File: src/rtl/pwm_pkg.sv
// pwm_pkg: shared FSM states, default widths and gate-decode constants for the dead-time stage
package pwm_pkg;
  localparam int DT_WIDTH_DEF = 8;
  typedef enum logic [2:0] {OFF, HI_ON, DT_TO_LO, LO_ON, DT_TO_HI} pwm_dt_state_t;
  // packed as {gate_hi, gate_lo, dt_active}
  localparam logic [2:0] GATES_OFF = 3'b000;
  localparam logic [2:0] GATES_HI  = 3'b100;
  localparam logic [2:0] GATES_LO  = 3'b010;
  localparam logic [2:0] GATES_DT  = 3'b001;
  function automatic logic is_dt(pwm_dt_state_t s);
    return s == DT_TO_LO || s == DT_TO_HI;
  endfunction
  function automatic logic [2:0] gate_decode(pwm_dt_state_t s);
    return s == HI_ON ? GATES_HI : s == LO_ON ? GATES_LO : is_dt(s) ? GATES_DT : GATES_OFF;
  endfunction
endpackage

File: src/rtl/pwm_deadtime_gen_if.sv
// pwm_deadtime_gen_if: control and gate-drive signals of the dead-time stage; trip signals with PWM_DT_TRIP_EN
interface pwm_deadtime_gen_if #(parameter int DT_WIDTH = pwm_pkg::DT_WIDTH_DEF);
  logic enable;
  logic pwm_in;
  logic [DT_WIDTH-1:0] dead_time;
  logic gate_hi;
  logic gate_lo;
  logic dt_active;
`ifdef PWM_DT_TRIP_EN
  logic trip_in;
  logic trip_clr;
  logic tripped;
  modport master (output enable, pwm_in, dead_time, trip_in, trip_clr, input gate_hi, gate_lo, dt_active, tripped);
  modport slave (input enable, pwm_in, dead_time, trip_in, trip_clr, output gate_hi, gate_lo, dt_active, tripped);
`else
  modport master (output enable, pwm_in, dead_time, input gate_hi, gate_lo, dt_active);
  modport slave (input enable, pwm_in, dead_time, output gate_hi, gate_lo, dt_active);
`endif
endinterface

File: src/rtl/pwm_dt_counter.sv
// pwm_dt_counter: loadable dead-time down-counter; a zero load counts as one, expired flags the last cycle
module pwm_dt_counter #(parameter int W = 8) (
  input  logic         clk,
  input  logic         reset,
  input  logic         load,
  input  logic [W-1:0] din,
  output logic [W-1:0] value,
  output logic         expired
);
  always_ff @(posedge clk or posedge reset)
    if (reset) value <= '0;
    else if (load) value <= (din == '0) ? W'(1) : din;
    else if (value != '0) value <= value - W'(1);
  assign expired = value == W'(1);
endmodule

File: src/rtl/pwm_deadtime_gen.sv
// pwm_deadtime_gen: complementary gate drive with programmable dead time; PWM_DT_TRIP_EN adds a sticky trip
module pwm_deadtime_gen
  import pwm_pkg::*;
#(parameter int DT_WIDTH = DT_WIDTH_DEF) (
  input logic clk,
  input logic reset,
  pwm_deadtime_gen_if.slave bus
);
  pwm_dt_state_t state, state_n;
  logic pwm_q, expired, halt, load;
  logic [DT_WIDTH-1:0] dt_value_unused;
  pwm_dt_counter #(.W(DT_WIDTH)) u_cnt (
    .clk(clk), .reset(reset), .load(load), .din(bus.dead_time),
    .value(dt_value_unused), .expired(expired)
  );
`ifdef PWM_DT_TRIP_EN
  always_ff @(posedge clk or posedge reset)
    if (reset) bus.tripped <= 1'b0;
    else if (bus.trip_in) bus.tripped <= 1'b1;
    else if (bus.trip_clr) bus.tripped <= 1'b0;
  assign halt = bus.trip_in || bus.tripped || !bus.enable;
`else
  assign halt = !bus.enable;
`endif
  always_ff @(posedge clk or posedge reset)
    if (reset) begin
      state <= OFF;
      pwm_q <= 1'b0;
      {bus.gate_hi, bus.gate_lo, bus.dt_active} <= GATES_OFF;
    end else begin
      state <= state_n;
      pwm_q <= bus.pwm_in;
      {bus.gate_hi, bus.gate_lo, bus.dt_active} <= gate_decode(state_n);
    end
  always_comb begin
    state_n = OFF;
    case (state)
      OFF:      state_n = bus.enable ? (pwm_q ? DT_TO_HI : DT_TO_LO) : OFF;
      HI_ON:    state_n = pwm_q ? HI_ON : DT_TO_LO;
      LO_ON:    state_n = pwm_q ? DT_TO_HI : LO_ON;
      DT_TO_LO,
      DT_TO_HI: state_n = expired ? (pwm_q ? HI_ON : LO_ON) : state;
      default:  state_n = OFF;
    endcase
    if (halt) state_n = OFF;
  end
  // the interval length is latched only on entry, so reversals inside it cannot restart it
  assign load = is_dt(state_n) && !is_dt(state);
endmodule

File: src/flat_wrapper.sv
// flat-port wrapper written by rule: the top's interface ports become plain ports
module pwm_deadtime_gen_flat import pwm_pkg::*;
#(parameter int DT_WIDTH = DT_WIDTH_DEF)
  (clk, reset, bus_enable, bus_pwm_in, bus_dead_time, bus_gate_hi, bus_gate_lo, bus_dt_active);
  pwm_deadtime_gen_if #(.DT_WIDTH(DT_WIDTH)) bus_i ();
  input logic clk;
  input logic reset;
  input wire logic [$bits(bus_i.enable)-1:0] bus_enable;
  input wire logic [$bits(bus_i.pwm_in)-1:0] bus_pwm_in;
  input wire logic [$bits(bus_i.dead_time)-1:0] bus_dead_time;
  output wire logic [$bits(bus_i.gate_hi)-1:0] bus_gate_hi;
  output wire logic [$bits(bus_i.gate_lo)-1:0] bus_gate_lo;
  output wire logic [$bits(bus_i.dt_active)-1:0] bus_dt_active;
  assign bus_i.enable = bus_enable;
  assign bus_i.pwm_in = bus_pwm_in;
  assign bus_i.dead_time = bus_dead_time;
  assign bus_gate_hi = bus_i.gate_hi;
  assign bus_gate_lo = bus_i.gate_lo;
  assign bus_dt_active = bus_i.dt_active;
  pwm_deadtime_gen #(.DT_WIDTH(DT_WIDTH)) u_core (.clk(clk), .reset(reset), .bus(bus_i));
endmodule
File: config.mk
export PLATFORM = sky130hd
export DESIGN_NAME = pwm_deadtime_gen_flat
export DESIGN_NICKNAME = d
export VERILOG_FILES = /design/src/rtl/pwm_pkg.sv /design/src/rtl/pwm_deadtime_gen_if.sv /design/src/rtl/pwm_dt_counter.sv /design/src/rtl/pwm_deadtime_gen.sv /design/src/flat_wrapper.sv
export SDC_FILE = /design/constraint.sdc
export NUM_CORES = 1
export LEC_CHECK = 0
export ABC_AREA = 1
export CORE_UTILIZATION = 35
export CTS_CLUSTER_SIZE = 10
export DETAILED_ROUTE_END_ITERATION = 6
export GPL_ROUTABILITY_DRIVEN = 0
export SLEW_MARGIN = 30
export SYNTH_ARGS = -nofsm -noshare
export SYNTH_HDL_FRONTEND = slang
export SYNTH_SLANG_ARGS = --single-unit
File: constraint.sdc
create_clock -name clk -period 2.1 [get_ports clk]
set_clock_uncertainty 0.15 [all_clocks]
set_input_delay 0.525 -clock clk [delete_from_list [all_inputs] [get_ports clk]]
set_output_delay 0.525 -clock clk [all_outputs]
set_load 0.01 [all_outputs]
==> results.md, run 1 <==
* Outcome: complete, no violations
* TritonCTS Buffers at 3
* Most common library cell in the layout ignoring fill and taps: sky130_fd_sc_hd__nand2_1
* Element type at the critical path start: register
* Avg Cell Area, Syn at 7.739 µm²
* Number of sinks driven by the clock tree at 15
* Combined area of the multi-input logic cells at 476.7 µm²
* Via count at 801
* FMAX at about 540 MHz
* Area of all sequential standard cells at 375.4 µm²
* Path category of the worst min-delay check: in2async
* Routed wire length at about 1800 µm
* Layout cell share with drive strength beyond 1 at 0.1500
* MaxCap Viol Count at 0
* Area of the mapped netlist at roughly 920 µm²
* DIE WIDTH at 53.30 µm
* Most used DFF post-synth: sky130_fd_sc_hd__dfrtp_1
* Die Outline Area at 2840 µm²
* Clock period minus final worst setup slack at 1.864 ns
* Port-buffer cells at 14
* Maximum buffer depth of the clock tree at 2
* Y dimension of the die at roughly 53 µm
* Via/cell ratio at 4.712
* Syn_nets at approximately 130
* Total Power Consumption at roughly 1.1 mW
* Count of nets after finishing at roughly 160
* Clock tree from TritonCTS: yes
* NetSw at 0.4641 mW
* Hold buffers post-CTS at 0
* Post-route clock period utilization at 0.8878
* Proportion of synthesized chip area in sequential cells at 0.4076
* Syn Inst Count at around 120
* Total track usage at 0.1471
* Summed negative setup slack over all endpoints at 0 ns
* Detailed-route wire length per cell at 10.37 µm
* FFs w/ async S/R, synth at 1.000
* Final core utilization at 0.4646
* Required time of the worst setup path at between 2 and 2.5 ns
* Setup Viol. Count Final at 0
* Number of placed I/O pins at 15
* Largest net degree at the start of global routing at 16
* HPWL after DPL at 1378 µm
* Area of the placeable core at 2477 µm²
* Crit path DAT at 1.89 ns
* Maximum level of the CTS H-tree at 1
* Placement Rows at 18
* Worst supply voltage drop on vdd at 0.0004914 V
* Antenna viol nets, final at 0
* Starting density of the core at 0.3717
* Antenna violations before repair at 0
* Lkg Pwr at 0.5771 nW
* Number of global-route vias before repair at 750
* Part of the power in combinational logic at 0.444
* Leading cell types in the layout, fill and taps excluded: sky130_fd_sc_hd__nand2_1 (23), sky130_fd_sc_hd__inv_1 (17), sky130_fd_sc_hd__dfrtp_1 (15)
* Post-synth EDFFs at 0
* Clock slew at the register clock pins of the worst setup and hold paths at 0.09 ns
* Area overhead of the layout relative to synthesis at 25.00%
* Final hold violation count at 0
* Pwr/cell area at roughly 980 nW/µm²
* Violation count after the first detailed-routing iteration at 8
* Endpoint kind of the worst setup timing path: register
* Wire length of the first global-routing pass at 3001 µm
* Number of storage elements in the synthesis netlist at 15
* Maximum fanout encountered on the critical timing path at 10
* Total global routing overflow at 0
* Max-Slew Margin vs Limit at 0.6070
* Share of total power in the clock network at 0.147
* Switching share of power at 0.4120
* Unrepaired setup endpoints after global routing: no
* Final max-slew violation count at 0
* Number of detailed-routing iterations run before antenna repair at 4
* Sequential Power Share at 0.409
* Start-to-end type of the worst setup path: reg2reg
* Distinct cell type count of the synthesized netlist at 26
* Total of fill cells in the finished design at roughly 270
* Slew at the pin closest to its max-slew limit at 0.5889 ns
* Number of antenna diodes at 0
* Hold_ws at 0.4398 ns
* DRC errors left at 0
* Int Pwr at 0.6624 mW
* Number of warnings printed during yosys synthesis at 0
* CTS root buffer: sky130_fd_sc_hd__clkbuf_4
* Clk_lat worst skew at 0.29 ns
==> registers in the layout, summed over array words and instances (netlist names) <==
| name | flops |
|---|---|
| u_core.u_cnt.value | 8 |
| u_core.state | 3 |
| u_core.pwm_q | 1 |
| u_core.bus.gate_hi | 1 |
| u_core.bus.gate_lo | 1 |
| u_core.bus.dt_active | 1 |
==> area by class of cell <==
class,count,share of cell area
Timing Repair Buffer,17,0.1413
Sequential cell,15,0.3261
Multi-Input combinational cell,85,0.4141
Clock inverter,1,0.004348
Tap cell,30,0.03261
Clock buffer,3,0.01957
Inverter,19,0.06196
==> worst max-delay path: stages, from the launching register on <==
cell                      delay, ns
sky130_fd_sc_hd__dfrtp_1       0.39
sky130_fd_sc_hd__inv_1         0.12
sky130_fd_sc_hd__ha_1          0.18
sky130_fd_sc_hd__nand2_1       0.07
sky130_fd_sc_hd__nor2_1        0.14
sky130_fd_sc_hd__nand2_1       0.06
sky130_fd_sc_hd__nand2_1       0.07
sky130_fd_sc_hd__nand2_2       0.06
sky130_fd_sc_hd__nand3_2       0.09
sky130_fd_sc_hd__nand2_4       0.11
sky130_fd_sc_hd__a21oi_2       0.24
sky130_fd_sc_hd__a21oi_1       0.08
==> routing by layer <==
layer  GRT usage  up-vias  share of wire
met1      0.1742      362           0.48
met2      0.2542       13           0.48
met5           0        -              0
met4     0.07895        0          0.015
met3     0.01724        3          0.023
li1            -      423              -
==> kinds of logic after synthesis <==
group | after synthesis | share of synthesized area
buffers and inverters | 19 | 0.07744
adders and majority gates | 2 | 0.02717
DFF | 15 | 0.4076
xor gates and xnor gates | 5 | 0.04756
and+or+nand+nor | 63 | 0.3437
AOI/OAI and AO/OA | 15 | 0.09647
==> synth_stat cells (2+ instances only) <==
cell                       instances  area (µm²)
sky130_fd_sc_hd__dfrtp_1          15       375.4
sky130_fd_sc_hd__a21oi_1           5       25.02
sky130_fd_sc_hd__nand3_1          10       50.05
sky130_fd_sc_hd__nor2_1           12       45.04
sky130_fd_sc_hd__nand3_2           2       20.02
sky130_fd_sc_hd__inv_1            17       63.81
sky130_fd_sc_hd__nand3b_1          2       15.01
sky130_fd_sc_hd__nand2_1          24       90.09
sky130_fd_sc_hd__xor2_1            3       26.28
sky130_fd_sc_hd__o21ai_1           3       15.01
sky130_fd_sc_hd__nand2_2           4       25.02
sky130_fd_sc_hd__ha_1              2       25.02
sky130_fd_sc_hd__o21ai_0           2       10.01
sky130_fd_sc_hd__nor2_2            3       18.77
sky130_fd_sc_hd__xnor2_1           2       17.52
sky130_fd_sc_hd__nor3_1            3       15.01
==> path summary, 6_finish.rpt <==
check | start | to | slack [ns] | cells past startpoint
max | u_core.u_cnt.value[1] | u_core.u_cnt.value[4] | 0.24 | 11
min | reset | u_core.state[1] | 0.44 | 2
max reg2reg | u_core.u_cnt.value[1] | u_core.u_cnt.value[4] | 0.24 | 11
min reg2reg | u_core.u_cnt.value[6] | u_core.u_cnt.value[6] | 0.48 | 3
max in group asynchronous | reset | u_core.u_cnt.value[3] | 0.98 | 2
min in group clk | u_core.u_cnt.value[6] | u_core.u_cnt.value[6] | 0.48 | 3
==> timing repair <==
| action | CTS | global route |
|---|---|---|
| setup endpoints to repair | 0 | 1 |
| gates resized for setup | 0 | 1 |
| setup buffers | 0 | 0 |
==> stage by stage <==
step,instance area [µm²],worst slack (ns),cells
2_1_floorplan,920.9,0.4049,119
3_5_place_dp,1121,0.04311,166
3_3_place_gp,1121,0.06457,166
5_1_grt,1151,0.02304,170
6_report,1151,0.2356,170
4_1_cts,1149,0.2215,170
==> power groups by stage <==
stage          sequential [mW]  clock (mW)  combinational, mW
2_1_floorplan            0.449           0              0.395
3_3_place_gp             0.464           0              0.495
3_5_place_dp             0.466           0              0.498
4_1_cts                  0.460       0.173              0.506
5_1_grt                  0.474       0.184              0.588
6_report                 0.461       0.166              0.500
No activity file was read; power rests on OpenSTA's default activity.
==> inputs of run 2 (changes only) <==
--- a/config.mk
+++ b/config.mk
@@ -9,7 +9,7 @@
 export CORE_UTILIZATION = 35
 export CTS_CLUSTER_SIZE = 10
 export DETAILED_ROUTE_END_ITERATION = 6
-export GPL_ROUTABILITY_DRIVEN = 0
+export GPL_ROUTABILITY_DRIVEN = 1
 export SLEW_MARGIN = 30
 export SYNTH_ARGS = -nofsm -noshare
 export SYNTH_HDL_FRONTEND = slang
==> results of run 2 <==
No change in the layout: final DEF, timing and power equal those of run 1.
==> inputs of run 3 (changes only) <==
--- a/config.mk
+++ b/config.mk
@@ -10,6 +10,7 @@
 export CTS_CLUSTER_SIZE = 10
 export DETAILED_ROUTE_END_ITERATION = 6
 export GPL_ROUTABILITY_DRIVEN = 1
+export RECOVER_POWER = 25
 export SLEW_MARGIN = 30
 export SYNTH_ARGS = -nofsm -noshare
 export SYNTH_HDL_FRONTEND = slang
==> results.md, run 3 (synthesis results as in run 1) <==
* HPWL after DPL at 1378 µm (unchanged)
* Count of nets after finishing at 155 (unchanged)
* Pwr/cell area at 978.0 nW/µm² (was 978.6 nW/µm²)
* Via count at 801 (unchanged)
* Placement Rows at 18 (unchanged)
* Lkg Pwr at 0.5776 nW (was 0.5771 nW)
* Post-route clock period utilization at 0.8878 (unchanged)
* Met1 Use GR at 0.1742 (unchanged)
* Setup Viol. Count Final at 0 (unchanged)
* Final hold violation count at 0 (unchanged)
* Max-Slew Margin vs Limit at 0.6070 (about the same)
* Hold buffers post-CTS at 0 (unchanged)
* Detailed-route wire length per cell at 10.36 µm (was 10.37 µm)
* Y dimension of the die at 53.30 µm (unchanged)
* Number of sinks driven by the clock tree at 15 (unchanged)
* Final core utilization at 0.4646 (unchanged)
* Path category of the worst min-delay check: reg2reg (was in2async)
* Starting density of the core at 0.3717 (unchanged)
* Endpoint kind of the worst setup timing path: register (unchanged)
* Layer with the highest usage after global routing: met2 (unchanged)
* DIE WIDTH at 53.30 µm (unchanged)
* Gates resized, CTS repair at 0 (unchanged)
* Clk_lat worst skew at 0.29 ns (about the same)
* Slew at the pin closest to its max-slew limit at 0.5889 ns (about the same)
* Number of antenna diodes at 0 (unchanged)
* Number of global-route vias before repair at 750 (unchanged)
* Maximum level of the CTS H-tree at 1 (unchanged)
* Number of detailed-routing iterations run before antenna repair at 4 (unchanged)
* Final max-slew violation count at 0 (unchanged)
* Antenna violations before repair at 0 (unchanged)
* Combined area of the multi-input logic cells at 476.7 µm² (unchanged)
* Leading cell types in the layout, fill and taps excluded: sky130_fd_sc_hd__nand2_1 (23), sky130_fd_sc_hd__inv_1 (17), sky130_fd_sc_hd__dfrtp_1 (15) (unchanged)
* Number of placed I/O pins at 15 (unchanged)
* Area of all sequential standard cells at 375.4 µm² (unchanged)
* Layout cell share with drive strength beyond 1 at 0.1500 (unchanged)
* Clock slew at the register clock pins of the worst setup and hold paths at 0.09 ns (about the same)
* Startpoint of the lowest-slack hold path: u_core.u_cnt.value[6]
* Total global routing overflow at 0 (unchanged)
* GR Layer Usage met3 at 0.01724 (unchanged)
* Unrepaired setup endpoints after global routing: no (unchanged)
* Register bank with the most flops: u_core.u_cnt.value (unchanged)
* Start-to-end type of the worst setup path: reg2reg (unchanged)
* TritonCTS Buffers at 3 (unchanged)
* Element type at the critical path start: register (unchanged)
* Die Outline Area at 2840 µm² (unchanged)
* Post-CTS setup repair buffer count at 0 (unchanged)
* FMAX at 536.4 MHz (unchanged)
* Total of fill cells in the finished design at 265 (unchanged)
* Via/cell ratio at 4.712 (unchanged)
* CTS root buffer: sky130_fd_sc_hd__clkbuf_4 (unchanged)
* Number of flip-flops in the largest register at 8 (unchanged)
* Crit path DAT at 1.89 ns (about the same)
* Wire length of the first global-routing pass at 3001 µm (unchanged)
* DRC errors left at 0 (unchanged)
* Total track usage at 0.1471 (unchanged)
* Summed negative setup slack over all endpoints at 0 ns (unchanged)
* Antenna viol nets, final at 0 (unchanged)
* Clock period minus final worst setup slack at 1.864 ns (unchanged)
* M2 GR Usage at 0.2542 (unchanged)
* Worst supply voltage drop on vdd at 0.0004913 V (was 0.0004914 V)
* Most common library cell in the layout ignoring fill and taps: sky130_fd_sc_hd__nand2_1 (unchanged)
* Area of the placeable core at 2477 µm² (unchanged)
* Routed wire length at 1762 µm (was 1763 µm)
* Largest registers in the final layout: u_core.u_cnt.value: 8 flops, u_core.state: 3 flops (unchanged)
* Launching instance or port of the critical path: u_core.u_cnt.value[1] (unchanged)
* Weighted congestion reported at the end of routability-driven placement at 0.7802 (unchanged)
* Port-buffer cells at 14 (unchanged)
* Area overhead of the layout relative to synthesis at 25.00% (unchanged)
* Clock tree from TritonCTS: yes (unchanged)
* Reg-to-reg slack, setup at 0.24 ns (about the same)
* Outcome: complete, no violations (unchanged)
* Worst reg2reg path startpoint: u_core.u_cnt.value[1] (unchanged)
* MaxCap Viol Count at 0 (unchanged)
* Maximum fanout encountered on the critical timing path at 10 (unchanged)
* Largest net degree at the start of global routing at 16 (unchanged)
* Violation count after the first detailed-routing iteration at 8 (unchanged)
* Required time of the worst setup path at 2.12 ns (about the same)
* Maximum buffer depth of the clock tree at 2 (unchanged)
[run 3: layout make-up]
type,count,area share
sequential,15,0.3261
multi-input combinational,85,0.4141
inverter,19,0.06196
timing repair buffer,17,0.1413
tap,30,0.03261
clock inverter,1,0.004348
clock buffer,3,0.01957
[run 3: worst max-delay path: stages (launching register included)]
cell and delay [ns]:
sky130_fd_sc_hd__dfrtp_1 0.39, sky130_fd_sc_hd__inv_1 0.12, sky130_fd_sc_hd__ha_1 0.18, sky130_fd_sc_hd__nand2_1 0.07, sky130_fd_sc_hd__nor2_1 0.14, sky130_fd_sc_hd__nand2_1 0.06
sky130_fd_sc_hd__nand2_1 0.07, sky130_fd_sc_hd__nand2_2 0.06, sky130_fd_sc_hd__nand3_2 0.09, sky130_fd_sc_hd__nand2_4 0.11, sky130_fd_sc_hd__a21oi_2 0.24, sky130_fd_sc_hd__a21oi_1 0.08
[run 3: path summary, 6_finish.rpt]
check	to	cells past startpoint
worst min register to register	u_core.u_cnt.value[6]	3
worst max-delay path	u_core.u_cnt.value[4]	11
worst max register to register	u_core.u_cnt.value[4]	11
worst min-delay path	u_core.u_cnt.value[6]	3
min in group asynchronous	u_core.state[1]	2
max in group asynchronous	u_core.u_cnt.value[3]	2
[run 3: where the power goes]
part           switching, mW  total [mW]  internal [mW]
Combinational          0.284       0.499          0.215
Clock                 0.0950       0.166         0.0708
Sequential            0.0855       0.461          0.376
[run 3: routing by layer]
layer / wire, µm / vias up / share of wire
met2: 848 / 13 / 0.48
met3: 40 / 3 / 0.023
met4: 26 / 0 / 0.015
met1: 847 / 362 / 0.48
li1: - / 423 / -
met5: 0 / - / 0
[run 3: stage by stage]
stage               hold WS, ns  cell area, µm²  power, mW  cells  setup WS, ns
finish                   0.4756            1151      1.126    170        0.2356
global route             0.5277            1151      1.246    170       0.02304
CTS                      0.4493            1149      1.139    170        0.2215
detailed placement       0.4550            1121     0.9645    166       0.04311
global placement         0.4532            1121     0.9593    166       0.06457
floorplan                0.2765           920.9     0.8436    119        0.4049
